$ cat config.mk
export PLATFORM = sky130hd
export DESIGN_NAME = mem_arbiter
export DESIGN_NICKNAME = d
export VERILOG_FILES = /design/src/rtl/mem_arbiter.sv
export SDC_FILE = /design/constraint.sdc
export NUM_CORES = 1
export LEC_CHECK = 0
export BUFFER_PORTS_ARGS = -buffer_cell sky130_fd_sc_hd__buf_2
export CAP_MARGIN = 10
export CORE_AREA = 3 3 78 117
export DETAILED_ROUTE_END_ITERATION = 8
export DIE_AREA = 0 0 81 120
export PLACE_DENSITY = 0.78
export SYNTH_ARGS = -nofsm -noshare
export SYNTH_HDL_FRONTEND = slang
export SYNTH_SLANG_ARGS = --single-unit
$ cat constraint.sdc
create_clock -name clk -period 1.8 [get_ports clk]
set_input_delay 0.09 -clock clk [delete_from_list [all_inputs] [get_ports clk]]
set_output_delay 0.09 -clock clk [all_outputs]
set_load 0.02 [all_outputs]
$ cat src/rtl/mem_arbiter.sv
// Two-port arbiter in front of the single-port memory block.
// Port 0 is the CPU controller path, port 1 a secondary master (loader/DMA).
// Each granted request becomes an addr_en -> in_en/out_en strobe sequence,
// followed by a one-cycle ack (and read data) back to the winning port.
//
// Handshake: a port raises req (level) with we/addr/wdata stable and keeps
// it high until it sees its one-cycle ack. req is only sampled while the
// arbiter is idle, so dropping it after the grant does not abort anything.
// A port whose ack was high in the previous cycle is not eligible, which
// gives the requester one cycle to drop req before it could be re-granted.
module mem_arbiter #(
  parameter int ADDR_WIDTH = 16,
  parameter int DATA_WIDTH = 16,
  parameter int READ_WAIT  = 0
) (
  input  logic                  clk,
  input  logic                  rst,
  input  logic                  m0_req,
  input  logic                  m0_we,
  input  logic [ADDR_WIDTH-1:0] m0_addr,
  input  logic [DATA_WIDTH-1:0] m0_wdata,
  output logic                  m0_gnt,
  output logic                  m0_ack,
  output logic [DATA_WIDTH-1:0] m0_rdata,
  input  logic                  m1_req,
  input  logic                  m1_we,
  input  logic [ADDR_WIDTH-1:0] m1_addr,
  input  logic [DATA_WIDTH-1:0] m1_wdata,
  output logic                  m1_gnt,
  output logic                  m1_ack,
  output logic [DATA_WIDTH-1:0] m1_rdata,
  output logic                  mem_addr_en,
  output logic [ADDR_WIDTH-1:0] mem_addr,
  output logic                  mem_in_en,
  output logic [DATA_WIDTH-1:0] mem_wdata,
  output logic                  mem_out_en,
  input  logic [DATA_WIDTH-1:0] mem_rdata,
  output logic                  busy
);

  typedef enum logic [1:0] {
    IDLE = 2'd0,
    ADDR = 2'd1,
    DATA = 2'd2,
    DONE = 2'd3
  } state_t;

  localparam logic [2:0] RW_LAST = 3'(READ_WAIT);

  state_t                state;
  logic                  owner;       // 0: port 0, 1: port 1
  logic                  last_owner;  // owner of the most recent completed transfer
  logic                  lat_we;
  logic [DATA_WIDTH-1:0] lat_wdata;
  logic [2:0]            wait_cnt;
  logic                  ack0_q;
  logic                  ack1_q;

  logic elig0;
  logic elig1;
  logic win;

  // Eligibility excludes a port that was acked last cycle; ties go to the
  // port that did not own the previous transfer.
  assign elig0 = m0_req & ~ack0_q;
  assign elig1 = m1_req & ~ack1_q;
  assign win   = (elig0 & elig1) ? ~last_owner : elig1;

  // Transaction sequencer: arbitration, strobe generation, ack and read capture.
  always_ff @(posedge clk) begin
    if (rst) begin
      state       <= IDLE;
      owner       <= 1'b0;
      last_owner  <= 1'b1;
      lat_we      <= 1'b0;
      lat_wdata   <= '0;
      wait_cnt    <= '0;
      ack0_q      <= 1'b0;
      ack1_q      <= 1'b0;
      m0_gnt      <= 1'b0;
      m0_ack      <= 1'b0;
      m0_rdata    <= '0;
      m1_gnt      <= 1'b0;
      m1_ack      <= 1'b0;
      m1_rdata    <= '0;
      mem_addr_en <= 1'b0;
      mem_addr    <= '0;
      mem_in_en   <= 1'b0;
      mem_wdata   <= '0;
      mem_out_en  <= 1'b0;
      busy        <= 1'b0;
    end else begin
      ack0_q <= m0_ack;
      ack1_q <= m1_ack;
      m0_ack <= 1'b0;
      m1_ack <= 1'b0;
      case (state)
        IDLE: begin
          if (elig0 | elig1) begin
            owner       <= win;
            lat_we      <= win ? m1_we : m0_we;
            lat_wdata   <= win ? m1_wdata : m0_wdata;
            mem_addr    <= win ? m1_addr : m0_addr;
            mem_addr_en <= 1'b1;
            m0_gnt      <= ~win;
            m1_gnt      <= win;
            busy        <= 1'b1;
            state       <= ADDR;
          end
        end
        ADDR: begin
          mem_addr_en <= 1'b0;
          if (lat_we) begin
            mem_in_en <= 1'b1;
            mem_wdata <= lat_wdata;
          end else begin
            mem_out_en <= 1'b1;
            wait_cnt   <= '0;
          end
          state <= DATA;
        end
        DATA: begin
          if (lat_we) begin
            mem_in_en <= 1'b0;
            m0_ack    <= ~owner;
            m1_ack    <= owner;
            state     <= DONE;
          end else if (wait_cnt == RW_LAST) begin
            mem_out_en <= 1'b0;
            if (owner) m1_rdata <= mem_rdata;
            else       m0_rdata <= mem_rdata;
            m0_ack     <= ~owner;
            m1_ack     <= owner;
            state      <= DONE;
          end else begin
            wait_cnt <= wait_cnt + 3'd1;
          end
        end
        DONE: begin
          last_owner <= owner;
          m0_gnt     <= 1'b0;
          m1_gnt     <= 1'b0;
          busy       <= 1'b0;
          state      <= IDLE;
        end
        default: state <= IDLE;
      endcase
    end
  end

endmodule

==> Word level (Yosys, flattened, before mapping) <==
Index checks and enable logic that the tools add are counted.
{ "totals": {"regBits": 98, "elab_cells": 89, "output_inout_bits": 72, "in_bits": 86} }
{ "classes": {"n_bitwise": 11, "reduce_logical": 16, "muxes": 30, "n_eq_ne": 11, "addsub": 1} }
{ "ops": {"columns": ["op", "count"], "rows": [
  ["two-way mux 16 bit", 2],
  ["AND reduction 4 bit", 4],
  ["two-way mux 1 bit", 14],
  ["!= test 2 bit, second input constant", 7],
  ["case mux 1 bit (2 select lines)", 6],
  ["AND reduction 2 bit", 5],
  ["two-way mux 3 bit", 3],
  ["case mux 2 bit (4 select lines)", 1],
  ["NOT 1 bit", 7],
  ["two-way mux 2 bit", 3],
  ["case mux 3 bit (2 select lines)", 1],
  ["nonzero test 2 bit", 3],
  ["== test 2 bit, second input constant", 2],
  ["adder 3 x 1 -> 3 bit, second input constant", 1],
  ["AND 1 bit", 3],
  ["zero test 3 bit", 1],
  ["!= test 3 bit, second input constant", 1],
  ["AND reduction 3 bit", 1],
  ["== test 2 x 1 -> 1 bit, second input constant", 1],
  ["zero test 2 bit", 1],
  ["OR reduction 2 bit", 1],
  ["bitwise OR 1 bit", 1]
]} }

==> Logic depth before layout (Yosys ltp) <==
{ "logic_depth": {"depth_word": 7, "ltp_mapped": 8, "mapped_depth_nobuf": 6} }

==> Worst setup path before layout <==
Ideal clock, no wire load.
{ "synth_path": {"kind": "flip-flop to flip-flop", "startpoint": "register state[0]", "endpoint": "register m0_rdata[10]", "path_stages_with_launch": 9, "arrival_ns": 1.523, "setup_ns": 0.128, "period_less_slack_ns": 1.650, "required_ns": 1.672, "n_path_buf": 2, "setup_slack_ns": 0.150, "path_cell_list": "dfxtp_1 inv_1 ha_1 nor2b_4 and3_4 buf_12 buf_12 mux2i_1 nor2_1"} }
{ "synth_between": {"elab_chain_cells": 2} }
{ "synth_lines": {"columns": ["item", "line", "text"], "rows": [
  ["from (decl)", "50", "state_t state;"],
  ["from (signal assigned)", "72", "state <= IDLE;"],
  ["from (signal assigned)", "108", "state <= ADDR;"],
  ["from (signal assigned)", "120", "state <= DATA;"],
  ["== test 2 bit", "97", "case (state)"],
  ["AND reduction 4 bit (no source line)", null, null],
  ["to (signal assigned)", "131", "else m0_rdata <= mem_rdata;"],
  ["to (decl)", "24", "output logic [DATA_WIDTH-1:0] m0_rdata,"]
]} }
No other way between the ends.
A chain may end at the register's enable or synchronous reset.

==> Worst setup path in the final report <==
{ "layout_path": {"startpoint": "register state[0]", "endpoint": "register m0_rdata[7]"} }
Same word-level chain as after synthesis.

==> results.py <==
metrics = {
    "clocking": {
        "ctsResizeCount": 0,
        "cts_tree": "done",
        "clkTransAtPathRegs_ns": 0.06,
        "h-tree-depth": 3,
        "clk_path_buf_depth": 2,
        "cts-root-buf": "clkbuf_16",
        "cts_inserted_buffers": 9,
        "clock_latency_ns": 0.34,
        "cts.sinks": 98,
    },
    "route": {
        "drtIter0Drc": 157,
        "wl_um": 10000,
        "m1WireLength_um": 3910,
        "antenna_left": 0,
        "firstDrtPassIters": 4,
        "top_layer_used": "met4",
        "wl_met3_um": 762,
        "viasPerCell": 5.09,
        "via_count": 3649,
        "post_drt_wl_per_cell_um": 14.0,
        "drc": 0,
        "dr_wl_met2_um": 5210,
    },
    "logic_synthesis": {
        "synthAdderAreaFrac_pct": 2.23,
        "synth_cell_types": 35,
        "syn_nets": 541,
        "synth_top_family_by_area": "simple AND/OR/NAND/NOR gates",
        "synth_compound_area_share_pct": 12.2,
        "synthCells": 448,
        "yosys_warnings": 0,
        "seq_area_frac_synth_pct": 50.0,
        "synthMuxAreaShare_pct": 8.41,
        "syn_avg_cell_area_um2": 8.76,
        "synth_xor_area_share_pct": 0.446,
        "synth_seq_cells": 98,
        "synth.cell_area_um2": 3930,
        "synth-simple-area-share_pct": 21.8,
    },
    "grt": {
        "grt_pass1_wl_um": 15600,
        "grt_max_degree": 63,
        "grt_pass1_vias": 3465,
        "grt_usage_pct": 20.6,
        "overflow": 0,
        "antenna_found_initial": 0,
    },
    "layout": {
        "final-seq-area_um2": 1960,
        "area_growth_pct": 33.7,
        "layout.nets": 699,
        "multi_input_area_um2": 1780,
        "antenna_cells": 0,
        "fillCellCount": 720,
        "final_util_pct": 63.1,
        "drive_above_1_share_pct": 31.3,
    },
    "timing": {
        "rsz0062_at_grt": "no",
        "setup_violations": 0,
        "fin_skew_ns": 0.00427,
        "drv_slew": 0,
        "fin_crit_sh_pct": 91.4,
        "min_period_ns": 1.64,
        "setup_tns_ns": 0,
        "tightest_slew_ns": 0.617,
        "hold_viol": 0,
        "fmax_mhz": 608,
        "relSlewSlack_pct": 58.8,
    },
    "critical_path": {
        "arrival_ns": 1.86,
        "worst_path_max_delay_cell": "dfxtp_1",
        "endpoint_kind": "register",
        "timing.critical_path.required_ns": 2.02,
        "start_kind": "register",
        "crit_chain": "inv_1 > ha_1 > nor2b_4 > and3_4 > buf_4 > mux2i_1 > nor2_1",
        "critPathKind": "register to register",
        "cp_max_fo": 6,
        "critical-path-max-stage-delay_ns": 0.34,
    },
    "floorplanning": {
        "die-area_um2": 9720,
        "ios": 158,
        "num_rows": 41,
        "coreArea_um2": 8310,
        "die_x_um": 81,
        "die_y_um": 120,
        "start_util_pct": 47.2,
    },
    "run_status": {
        "status": "finished, final reports clean",
    },
    "pwr": {
        "leakagePower_uw": 0.00253,
        "power.density_nw_per_um2": 1470,
        "peakVddDrop_mv": 1.05,
    },
    "flow_run": {
        "drv_cap": 0,
    },
    "placed_design": {
        "place_congestion": 0.794,
        "port_buffers": 157,
        "place_hpwl_um": 7280,
    },
    "min_path": {
        "hold_path_class": "input pin to register",
    },
}
cell usage after synthesis:
master / n / area share (%)
nand2b_1: 3 / 0.48
nor2b_1: 8 / 1.3
o21ai_0: 5 / 0.64
and3_4: 1 / 0.29
buf_6: 1 / 0.29
a311oi_1: 33 / 7.4
ha_1: 7 / 2.2
nand4_1: 1 / 0.16
o21bai_1: 1 / 0.19
a21boi_2: 1 / 0.29
a21oi_1: 19 / 2.4
clkbuf_1: 16 / 1.5
inv_1: 5 / 0.48
xnor2_1: 1 / 0.22
a211oi_1: 2 / 0.38
nor3b_1: 1 / 0.19
nor3_1: 4 / 0.51
and2_1: 2 / 0.32
buf_2: 11 / 1.4
xor2_1: 1 / 0.22
nor2b_4: 1 / 0.35
nand3_1: 2 / 0.25
nor2_1: 75 / 7.2
and3_1: 1 / 0.16
a32oi_1: 1 / 0.22
dfxtp_1: 98 / 50
buf_12: 2 / 1.0
nand3_2: 1 / 0.25
nand2_1: 103 / 9.8
a32o_1: 1 / 0.25
a2bb2oi_1: 1 / 0.22
buf_1: 2 / 0.19
nand3b_1: 3 / 0.57
a211o_1: 1 / 0.22
mux2i_1: 33 / 8.4
metal layers:
metal	up-vias	GRT usage (%)
li1	1827	-
met3	10	5.56
met4	0	8.25
met2	137	37.2
met1	1675	22.0
met5	-	0
state kept, by name, summed over array words and instances, names as in the netlist, 2 cells and up:
name / cells
wait_cnt: 3
mem_wdata: 16
state: 2
m0_rdata: 16
m1_rdata: 16
lat_wdata: 16
mem_addr: 16
cells in the final DEF, fill, tap and decap left out, drive strengths merged, types with 2 or more instances in the layout:
| cell | n |
|---|---|
| nand3b | 3 |
| and3 | 2 |
| o21ai | 5 |
| and2 | 2 |
| a21oi | 19 |
| mux2i | 33 |
| inv | 6 |
| nor2b | 9 |
| nand3 | 3 |
| dlygate4sd3 | 6 |
| a311oi | 33 |
| dfxtp | 98 |
| ha | 7 |
| a211oi | 2 |
| nor2 | 75 |
| bufinv | 2 |
| nand2 | 103 |
| nor3 | 4 |
| clkinv | 2 |
| clkbuf | 11 |
| nand2b | 3 |
| buf | 172 |
final timing paths:
path | slack, ns | start | endpoint | depth (start not counted)
setup / recovery | 0.16 | state[0]$_SDFFE_PP0P_ | m0_rdata[7]$_SDFFE_PP0P_ | 7
hold / removal | 0.009 | mem_rdata[12] | m0_rdata[12]$_SDFFE_PP0P_ | 3
setup reg to reg | 0.16 | state[0]$_SDFFE_PP0P_ | m0_rdata[7]$_SDFFE_PP0P_ | 7
hold reg to reg | 0.45 | mem_wdata[11]$_SDFFE_PP0P_ | mem_wdata[11]$_SDFFE_PP0P_ | 2
logic make-up after synthesis:
family / Yosys count
flip-flops: 98
AND/OR/NAND/NOR: 206
buffers and inverters: 37
AO/OA/AOI/OAI: 65
XOR/XNOR: 2
multiplexers: 33
adder cells (fa/ha/maj): 7
stage by stage:
stage | hold WS [ns] | total power [uW] | setup WS [ns] | instance area (um2) | std cells
6_report | 0.00893 | 7690 | 0.155 | 5250 | 717
5_1_grt | 0.0101 | 8130 | 0.00838 | 5250 | 717
4_1_cts | 0.000122 | 7580 | 0.103 | 5180 | 712
3_5_place_dp | 0.350 | 5580 | 0.115 | 4810 | 691
3_3_place_gp | 0.343 | 5470 | 0.219 | 4810 | 691
2_1_floorplan | 0.234 | 4790 | 0.150 | 3930 | 448
critical path: cells and delay by family (launching register included):
kind	cells	cell delay (ns)
adder cells (fa/ha/maj)	1	0.18
buffers and inverters	2	0.28
flip-flops	1	0.34
multiplexers	1	0.19
AND/OR/NAND/NOR	3	0.53
final cells by class:
| type | instances | area share (%) |
|---|---|---|
| Inverter | 5 | 0.358 |
| Timing Repair Buffer | 179 | 19.9 |
| Sequential cell | 98 | 37.4 |
| Multi-Input combinational cell | 313 | 33.9 |
| Clock inverter | 5 | 1.50 |
| Clock buffer | 10 | 4.36 |
| Tap cell | 107 | 2.55 |
power by group:
part           internal [uW]  leakage, uW  switching, uW
sequential              2670     0.000801            282
clock                   1210     0.000153            779
combinational           1140      0.00158           1610
total                   5020      0.00253           2670
what timing repair did:
item                       in CTS  in global routing
setup endpoints to repair       0                 12
hold endpoints to repair        7                  0
setup buffers                   0                  4
hold buffers                    6                  0
No activity file was read; power rests on OpenSTA's default activity.
